## src/rtl/rail_sequencer.sv

```systemverilog
// rtl/rail_sequencer.sv - parametrised N-rail power sequencer with PG timeout, ordered shutdown and fault latch
module rail_sequencer #(
  parameter int                     NUM_RAILS   = 8,
  parameter int                     RAIL_IDX_W  = 3,
  parameter int                     TIMER_W     = 24,
  parameter logic [TIMER_W-1:0]     STEP_WAIT   = 24'h03_FFFF,
  parameter logic [TIMER_W-1:0]     PG_TIMEOUT  = 24'h3F_FFFF,
  parameter logic [NUM_RAILS-1:0]   PG_MASK     = {NUM_RAILS{1'b1}},
  parameter logic [NUM_RAILS-1:0]   EN_INVERT   = {NUM_RAILS{1'b0}},
  parameter logic [7:0]             PG_DEGLITCH = 8'd4
) (
  input  logic                  wb_clk_i,
  input  logic                  wb_rst_n_i,
  input  logic                  power_up,
  input  logic                  power_down,
  input  logic                  fault_clear,
  input  logic [NUM_RAILS-1:0]  rail_pg,
  output logic [NUM_RAILS-1:0]  rail_en,
  output logic [NUM_RAILS-1:0]  rail_on,
  output logic                  power_up_done,
  output logic                  power_down_done,
  output logic                  powered,
  output logic                  busy,
  output logic                  fault,
  output logic [RAIL_IDX_W-1:0] fault_rail,
  output logic [1:0]            fault_cause
);

  typedef enum logic [2:0] {
    S_OFF, S_UP_WAIT_PG, S_UP_SETTLE, S_ON, S_DOWN_STEP, S_FAULT
  } state_t;

  localparam logic [RAIL_IDX_W-1:0] LAST_IDX         = RAIL_IDX_W'(NUM_RAILS - 1);
  localparam logic [1:0]            CAUSE_TIMEOUT    = 2'b01;
  localparam logic [1:0]            CAUSE_PG_LOST    = 2'b10;
  localparam logic [1:0]            CAUSE_EARLY_LOST = 2'b11;

  state_t                  state, state_nxt;
  logic [RAIL_IDX_W-1:0]   idx, idx_nxt;
  logic [TIMER_W-1:0]      timer, timer_nxt;
  logic [NUM_RAILS-1:0]    rail_on_nxt;
  logic [RAIL_IDX_W-1:0]   fault_rail_nxt;
  logic [1:0]              fault_cause_nxt;
  logic                    up_done_nxt, down_done_nxt;

  logic [7:0]              deg_cnt [NUM_RAILS];
  logic [NUM_RAILS-1:0]    pg_ok, early_lost, deg_hit;
  logic                    early_any, deg_any;
  logic [RAIL_IDX_W-1:0]   early_idx, deg_idx;
  logic                    timer_zero, idx_pg_ok;

  assign pg_ok      = rail_pg | ~PG_MASK;
  assign timer_zero = (timer == '0);
  assign idx_pg_ok  = pg_ok[idx];

  // Lowest-index rail wins when several lose PG in the same cycle.
  always_comb begin
    early_lost = '0;
    deg_hit    = '0;
    for (int j = 0; j < NUM_RAILS; j++) begin
      early_lost[j] = ~pg_ok[j] && (RAIL_IDX_W'(j) < idx);
      deg_hit[j]    = ~pg_ok[j] && (deg_cnt[j] >= (PG_DEGLITCH - 8'd1));
    end
    early_any = |early_lost;
    deg_any   = |deg_hit;
    early_idx = '0;
    deg_idx   = '0;
    for (int j = NUM_RAILS - 1; j >= 0; j--) begin
      if (early_lost[j]) early_idx = RAIL_IDX_W'(j);
      if (deg_hit[j])    deg_idx   = RAIL_IDX_W'(j);
    end
  end

  always_ff @(posedge wb_clk_i or negedge wb_rst_n_i) begin
    if (!wb_rst_n_i) begin
      for (int j = 0; j < NUM_RAILS; j++) deg_cnt[j] <= '0;
    end else begin
      for (int j = 0; j < NUM_RAILS; j++) begin
        if (state != S_ON || pg_ok[j])  deg_cnt[j] <= '0;
        else if (deg_cnt[j] != 8'hFF)   deg_cnt[j] <= deg_cnt[j] + 8'd1;
      end
    end
  end

  always_ff @(posedge wb_clk_i or negedge wb_rst_n_i) begin
    if (!wb_rst_n_i) state <= S_OFF;
    else             state <= state_nxt;
  end

  // Abort and power_down outrank any fault found in the same cycle.
  always_comb begin
    state_nxt = state;
    case (state)
      S_OFF:        if (!power_down && power_up) state_nxt = S_UP_WAIT_PG;
      S_UP_WAIT_PG: begin
        if (power_down)     state_nxt = S_DOWN_STEP;
        else if (early_any) state_nxt = S_FAULT;
        else if (idx_pg_ok) state_nxt = S_UP_SETTLE;
        else if (timer_zero) state_nxt = S_FAULT;
      end
      S_UP_SETTLE: begin
        if (power_down)      state_nxt = S_DOWN_STEP;
        else if (early_any)  state_nxt = S_FAULT;
        else if (timer_zero) state_nxt = (idx == LAST_IDX) ? S_ON : S_UP_WAIT_PG;
      end
      S_ON: begin
        if (power_down)   state_nxt = S_DOWN_STEP;
        else if (deg_any) state_nxt = S_FAULT;
      end
      S_DOWN_STEP:  if (timer_zero && idx == '0) state_nxt = S_OFF;
      S_FAULT:      if (power_down || fault_clear) state_nxt = S_OFF;
      default:      state_nxt = S_OFF;
    endcase
  end

  always_comb begin
    rail_on_nxt     = rail_on;
    idx_nxt         = idx;
    timer_nxt       = timer_zero ? timer : timer - TIMER_W'(1);
    fault_rail_nxt  = fault_rail;
    fault_cause_nxt = fault_cause;
    up_done_nxt     = 1'b0;
    down_done_nxt   = 1'b0;
    case (state)
      S_OFF: begin
        down_done_nxt = power_down;
        if (state_nxt == S_UP_WAIT_PG) begin
          rail_on_nxt[0] = 1'b1;
          idx_nxt        = '0;
          timer_nxt      = PG_TIMEOUT;
        end
      end
      S_UP_WAIT_PG: if (state_nxt == S_UP_SETTLE) timer_nxt = STEP_WAIT;
      S_UP_SETTLE: begin
        up_done_nxt = (state_nxt == S_ON);
        if (state_nxt == S_UP_WAIT_PG) begin
          idx_nxt              = idx + RAIL_IDX_W'(1);
          rail_on_nxt[idx_nxt] = 1'b1;
          timer_nxt            = PG_TIMEOUT;
        end
      end
      S_DOWN_STEP: begin
        if (state_nxt == S_OFF) down_done_nxt = 1'b1;
        else if (timer_zero) begin
          idx_nxt              = idx - RAIL_IDX_W'(1);
          rail_on_nxt[idx_nxt] = 1'b0;
          timer_nxt            = STEP_WAIT;
        end
      end
      S_FAULT: begin
        if (state_nxt == S_OFF) begin
          fault_rail_nxt  = '0;
          fault_cause_nxt = '0;
          down_done_nxt   = power_down;
        end
      end
      default: ;
    endcase

    if (state_nxt == S_DOWN_STEP && state != S_DOWN_STEP) begin
      idx_nxt              = (state == S_ON) ? LAST_IDX : idx;
      rail_on_nxt[idx_nxt] = 1'b0;
      timer_nxt            = STEP_WAIT;
    end

    // Emergency off: every rail drops together, no ordering.
    if (state_nxt == S_FAULT && state != S_FAULT) begin
      rail_on_nxt = '0;
      if (state == S_ON) begin
        fault_rail_nxt  = deg_idx;
        fault_cause_nxt = CAUSE_PG_LOST;
      end else if (early_any) begin
        fault_rail_nxt  = early_idx;
        fault_cause_nxt = CAUSE_EARLY_LOST;
      end else begin
        fault_rail_nxt  = idx;
        fault_cause_nxt = CAUSE_TIMEOUT;
      end
    end
  end

  always_ff @(posedge wb_clk_i or negedge wb_rst_n_i) begin
    if (!wb_rst_n_i) begin
      rail_on         <= '0;
      idx             <= '0;
      timer           <= '0;
      fault_rail      <= '0;
      fault_cause     <= '0;
      power_up_done   <= 1'b0;
      power_down_done <= 1'b0;
    end else begin
      rail_on         <= rail_on_nxt;
      idx             <= idx_nxt;
      timer           <= timer_nxt;
      fault_rail      <= fault_rail_nxt;
      fault_cause     <= fault_cause_nxt;
      power_up_done   <= up_done_nxt;
      power_down_done <= down_done_nxt;
    end
  end

  always_comb begin
    rail_en = rail_on ^ EN_INVERT;
    powered = (state == S_ON);
    busy    = (state == S_UP_WAIT_PG) || (state == S_UP_SETTLE) || (state == S_DOWN_STEP);
    fault   = (state == S_FAULT);
  end

endmodule

```

## config.mk

```make
export PLATFORM = sky130hd
export DESIGN_NAME = rail_sequencer
export DESIGN_NICKNAME = d
export VERILOG_FILES = /design/src/rtl/rail_sequencer.sv
export SDC_FILE = /design/constraint.sdc
export NUM_CORES = 1
export LEC_CHECK = 0
export CORE_MARGIN = 2
export CORE_UTILIZATION = 55
export DETAILED_ROUTE_END_ITERATION = 8
export GPL_ROUTABILITY_DRIVEN = 0
export PLACE_DENSITY = 0.74
export RECOVER_POWER = 50
export SYNTH_ARGS = -nofsm -noshare
export SYNTH_HDL_FRONTEND = slang
export SYNTH_SLANG_ARGS = --single-unit
```

## constraint.sdc

```tcl
create_clock -name wb_clk_i -period 7.95 [get_ports wb_clk_i]
set_input_delay 1.9875 -clock wb_clk_i [delete_from_list [all_inputs] [get_ports wb_clk_i]]
set_output_delay 1.9875 -clock wb_clk_i [all_outputs]
set_load 0.02 [all_outputs]
```

==> flow_summary_export.csv <==
group,metric,value,unit
timing,final-max-slew-violation-count,112,
timing,fmax,195,MHz
finish,diodes,0,
clocking,cts-hold-fix-buffers,0,
clocking,clock_sinks,109,
timing,finalCriticalPeriod,5.13,ns
clocking,cts_made_buffers,9,
timing,layout_setup_ws,2.82,ns
min_path,hp-class,"register to register",
global_route,grt_first_pass_wirelength,25200,µm
global_route,overflow,0,
floorplan,initial_utilization,55.8,%
outcome,violations,"max-capacitance violations, max-slew violations",
timing,clock_skew,0.00679,ns
power,power,0.00178,W
detailed_routing,dr.pass1.iters,5,
finish,syn_to_final_growth,11.0,%
detailed_routing,ant_nets,0,
power,power_density,254,nW/µm²
clocking,cts_htree_levels,3,
timing,tightest_slew,2.16,ns
floorplan,fp.dieH,111,µm
placed_design,pre_cts_ws,2.57,ns
floorplan,dieArea,12400,µm²
timing,finalSetupViolations,0,
clocking,clkTransAtPathRegs,0.07,ns
critical_path,critical_path_class,"input port to register",
floorplan,ios,39,
finish,drive_above_1_share,4.27,%
critical_path,arrival,5.32,ns
yosys,synth_seq_area_share,43.2,%
timing,rsz0062_at_grt,"no",
detailed_routing,drt_iter0_markers,463,
power,power_leakage,2.89,nW
global_route,antenna_found_initial,0,
critical_path,rr_startpoint,"idx[0]",
clocking,clk-insertion-delay-late,0.35,ns
timing,period_share,64.5,%
clocking,ctsResizeCount,0,
detailed_routing,finalWirelength,14500,µm
run,max-cap-violations,2,
yosys,async_reset_ff_share,100,%
yosys,yosysWarningCount,0,
critical_path,cp-end-kind,"register",
yosys,syn_nets,731,
critical_path,start_kind,"input port",
detailed_routing,drc,0,
critical_path,cp-startpoint,"rail_pg[0]",
clocking,cts_max_path_buffers,2,
outcome,status,"finished with violations",
detailed_routing,routedWlPerCell,16.6,µm
yosys,synth_cells,703,
detailed_routing,maxUsedRoutingLayer,"met4",
detailed_routing,viasPerCell,6.17,
finish,nets,749,
clocking,cts_setup_buffers,0,
global_route,grt_max_degree,70,
clocking,clock-root-buffer,"clkbuf_16",
floorplan,core_area,11300,µm²
yosys,ys_ff_latch,109,
timing,finalSetupTns,0,ns
yosys,synth.distinct_cells,66,
yosys,synth_edf_count,0,
global_route,track_usage,24.9,%
floorplan,rows,39,
yosys,syn_avg_cell_area,8.98,µm²
power,ir_drop,0.000186,V
critical_path,worstPathMaxFanout,19,
timing,final-hold-violation-count,0,
placed_design,detailed_place_hpwl,10400,µm
placed_design,numPortBuffers,38,
finish,final_util,61.9,%
critical_path,critPathRequiredTime,8.14,ns
clocking,cts_tree,"done",
yosys,ys.flop_type,"dfrtp_1",
detailed_routing,dr_wl_met2,6640,µm
floorplan,die_w,111,µm
global_route,grt_pass1_vias,5131,
min_path,hold_start,"fault_cause[0]",
detailed_routing,num_vias,5364,
timing,max_slew_margin,-44.0,%
detailed_routing,wl_met3,788,µm
detailed_routing,wirelength_met1,6750,µm
yosys,syn_area,6320,µm²
-- where the power goes --
part	internal, W	total, W	switching (W)	leakage, nW
Clock	0.000248	0.000445	0.000197	0.143
Combinational	0.000251	0.000632	0.000381	1.33
Sequential	0.000612	0.000704	0.0000925	1.41
Total	0.00111	0.00178	0.000671	2.89
-- critical path: stages --
cell and delay, ns:
dlygate4sd3_1 0.64, a2bb2oi_1 0.09, o21ai_0 0.36, nand4_1 0.25, o32ai_1 0.41, nand3_1 0.28, and2_1 0.36, nor4_4 0.78
nand2_1 0.16
-- per-stage QoR --
stage / hold slack [ns] / std cells / instance area [µm²]
5_1_grt: 0.539 / 869 / 7010
3_3_place_gp: 0.496 / 853 / 6730
4_1_cts: 0.518 / 869 / 7020
2_1_floorplan: 0.475 / 703 / 6320
6_report: 0.515 / 869 / 7010
3_5_place_dp: 0.498 / 853 / 6730
-- cell type report --
cell class / count / area (µm²)
Clock buffer: 16 / 292
Inverter: 19 / 71.3
Sequential cell: 109 / 2730
Tap cell: 143 / 179
Timing Repair Buffer: 41 / 394
Multi-Input combinational cell: 541 / 3350
Fill cell: 970 / 4310
-- synthesized netlist by cell type (3+ instances only) --
master,count,area (µm²)
nor2b_1,9,56.3
nand4_1,22,138
nand2_1,61,229
xor2_1,27,236
clkbuf_1,21,78.8
ha_1,15,188
xnor2_1,23,201
a22o_1,6,52.6
a211oi_1,8,60.1
mux2i_1,17,170
or3_1,5,31.3
o32ai_1,3,26.3
dfrtp_1,109,2730
a21oi_1,24,120
buf_4,9,67.6
and3_1,22,138
nand2b_1,12,75.1
nand3b_1,7,52.6
nand3_1,37,185
o21ai_0,24,120
o21bai_1,4,30.0
nor3_1,29,145
a31oi_1,16,100
a21o_1,3,22.5
o31ai_1,5,37.5
nor4_1,14,87.6
a41o_1,3,30.0
or4_1,5,37.5
o41ai_1,3,26.3
and2_1,4,25.0
nor2_1,93,349
inv_1,17,63.8
-- sequential cells by signal, summed over array words and instances (netlist names) --
name and count:
fault_cause 2, deg_cnt 64, power_down_done 1, timer 24, fault_rail 3, power_up_done 1, idx 3, rail_en 8
state 3
-- placed cells by master (no fill, tap or decap), types with 22 or more instances in the layout --
cell type	n
o21ai_0	24
a21oi_1	24
clkdlybuf4s50_1	29
and3_1	22
xor2_1	27
dfrtp_1	109
nor3_1	29
nand4_1	22
xnor2_1	23
nand3_1	37
nand2_1	61
nor2_1	93
-- cell families (layout without fill, tap and decap cells) --
group	after synthesis	in the layout	share of synthesized area [%]
AO/OA/AOI/OAI	126	126	13.6
adder cells (fa/ha/maj)	15	15	2.97
AND/OR/NAND/NOR	333	333	26.8
XOR/XNOR	50	50	6.93
buffers and inverters	53	76	3.82
flip-flops	109	109	43.2
multiplexers	17	17	2.69
-- path summary, 6_finish.rpt --
| path | to | slack (ns) | cells past startpoint |
|---|---|---|---|
| min in group asynchronous | deg_cnt[26] | 2.25 | 1 |
| hold reg to reg | fault_cause[0] | 0.51 | 1 |
| max in group asynchronous | deg_cnt[55] | 3.11 | 2 |
| hold / removal | fault_cause[0] | 0.51 | 1 |
| setup / recovery | timer[9] | 2.82 | 9 |
| setup reg to reg | timer[9] | 4.03 | 9 |
-- routing by layer --
metal | GRT usage [%] | vias up
li1 | - | 2558
met1 | 36.9 | 2614
met2 | 36.7 | 171
met3 | 3.99 | 21
met4 | 9.71 | 0
met5 | 0 | -
Note: power is estimated with default switching activity, not from simulation.
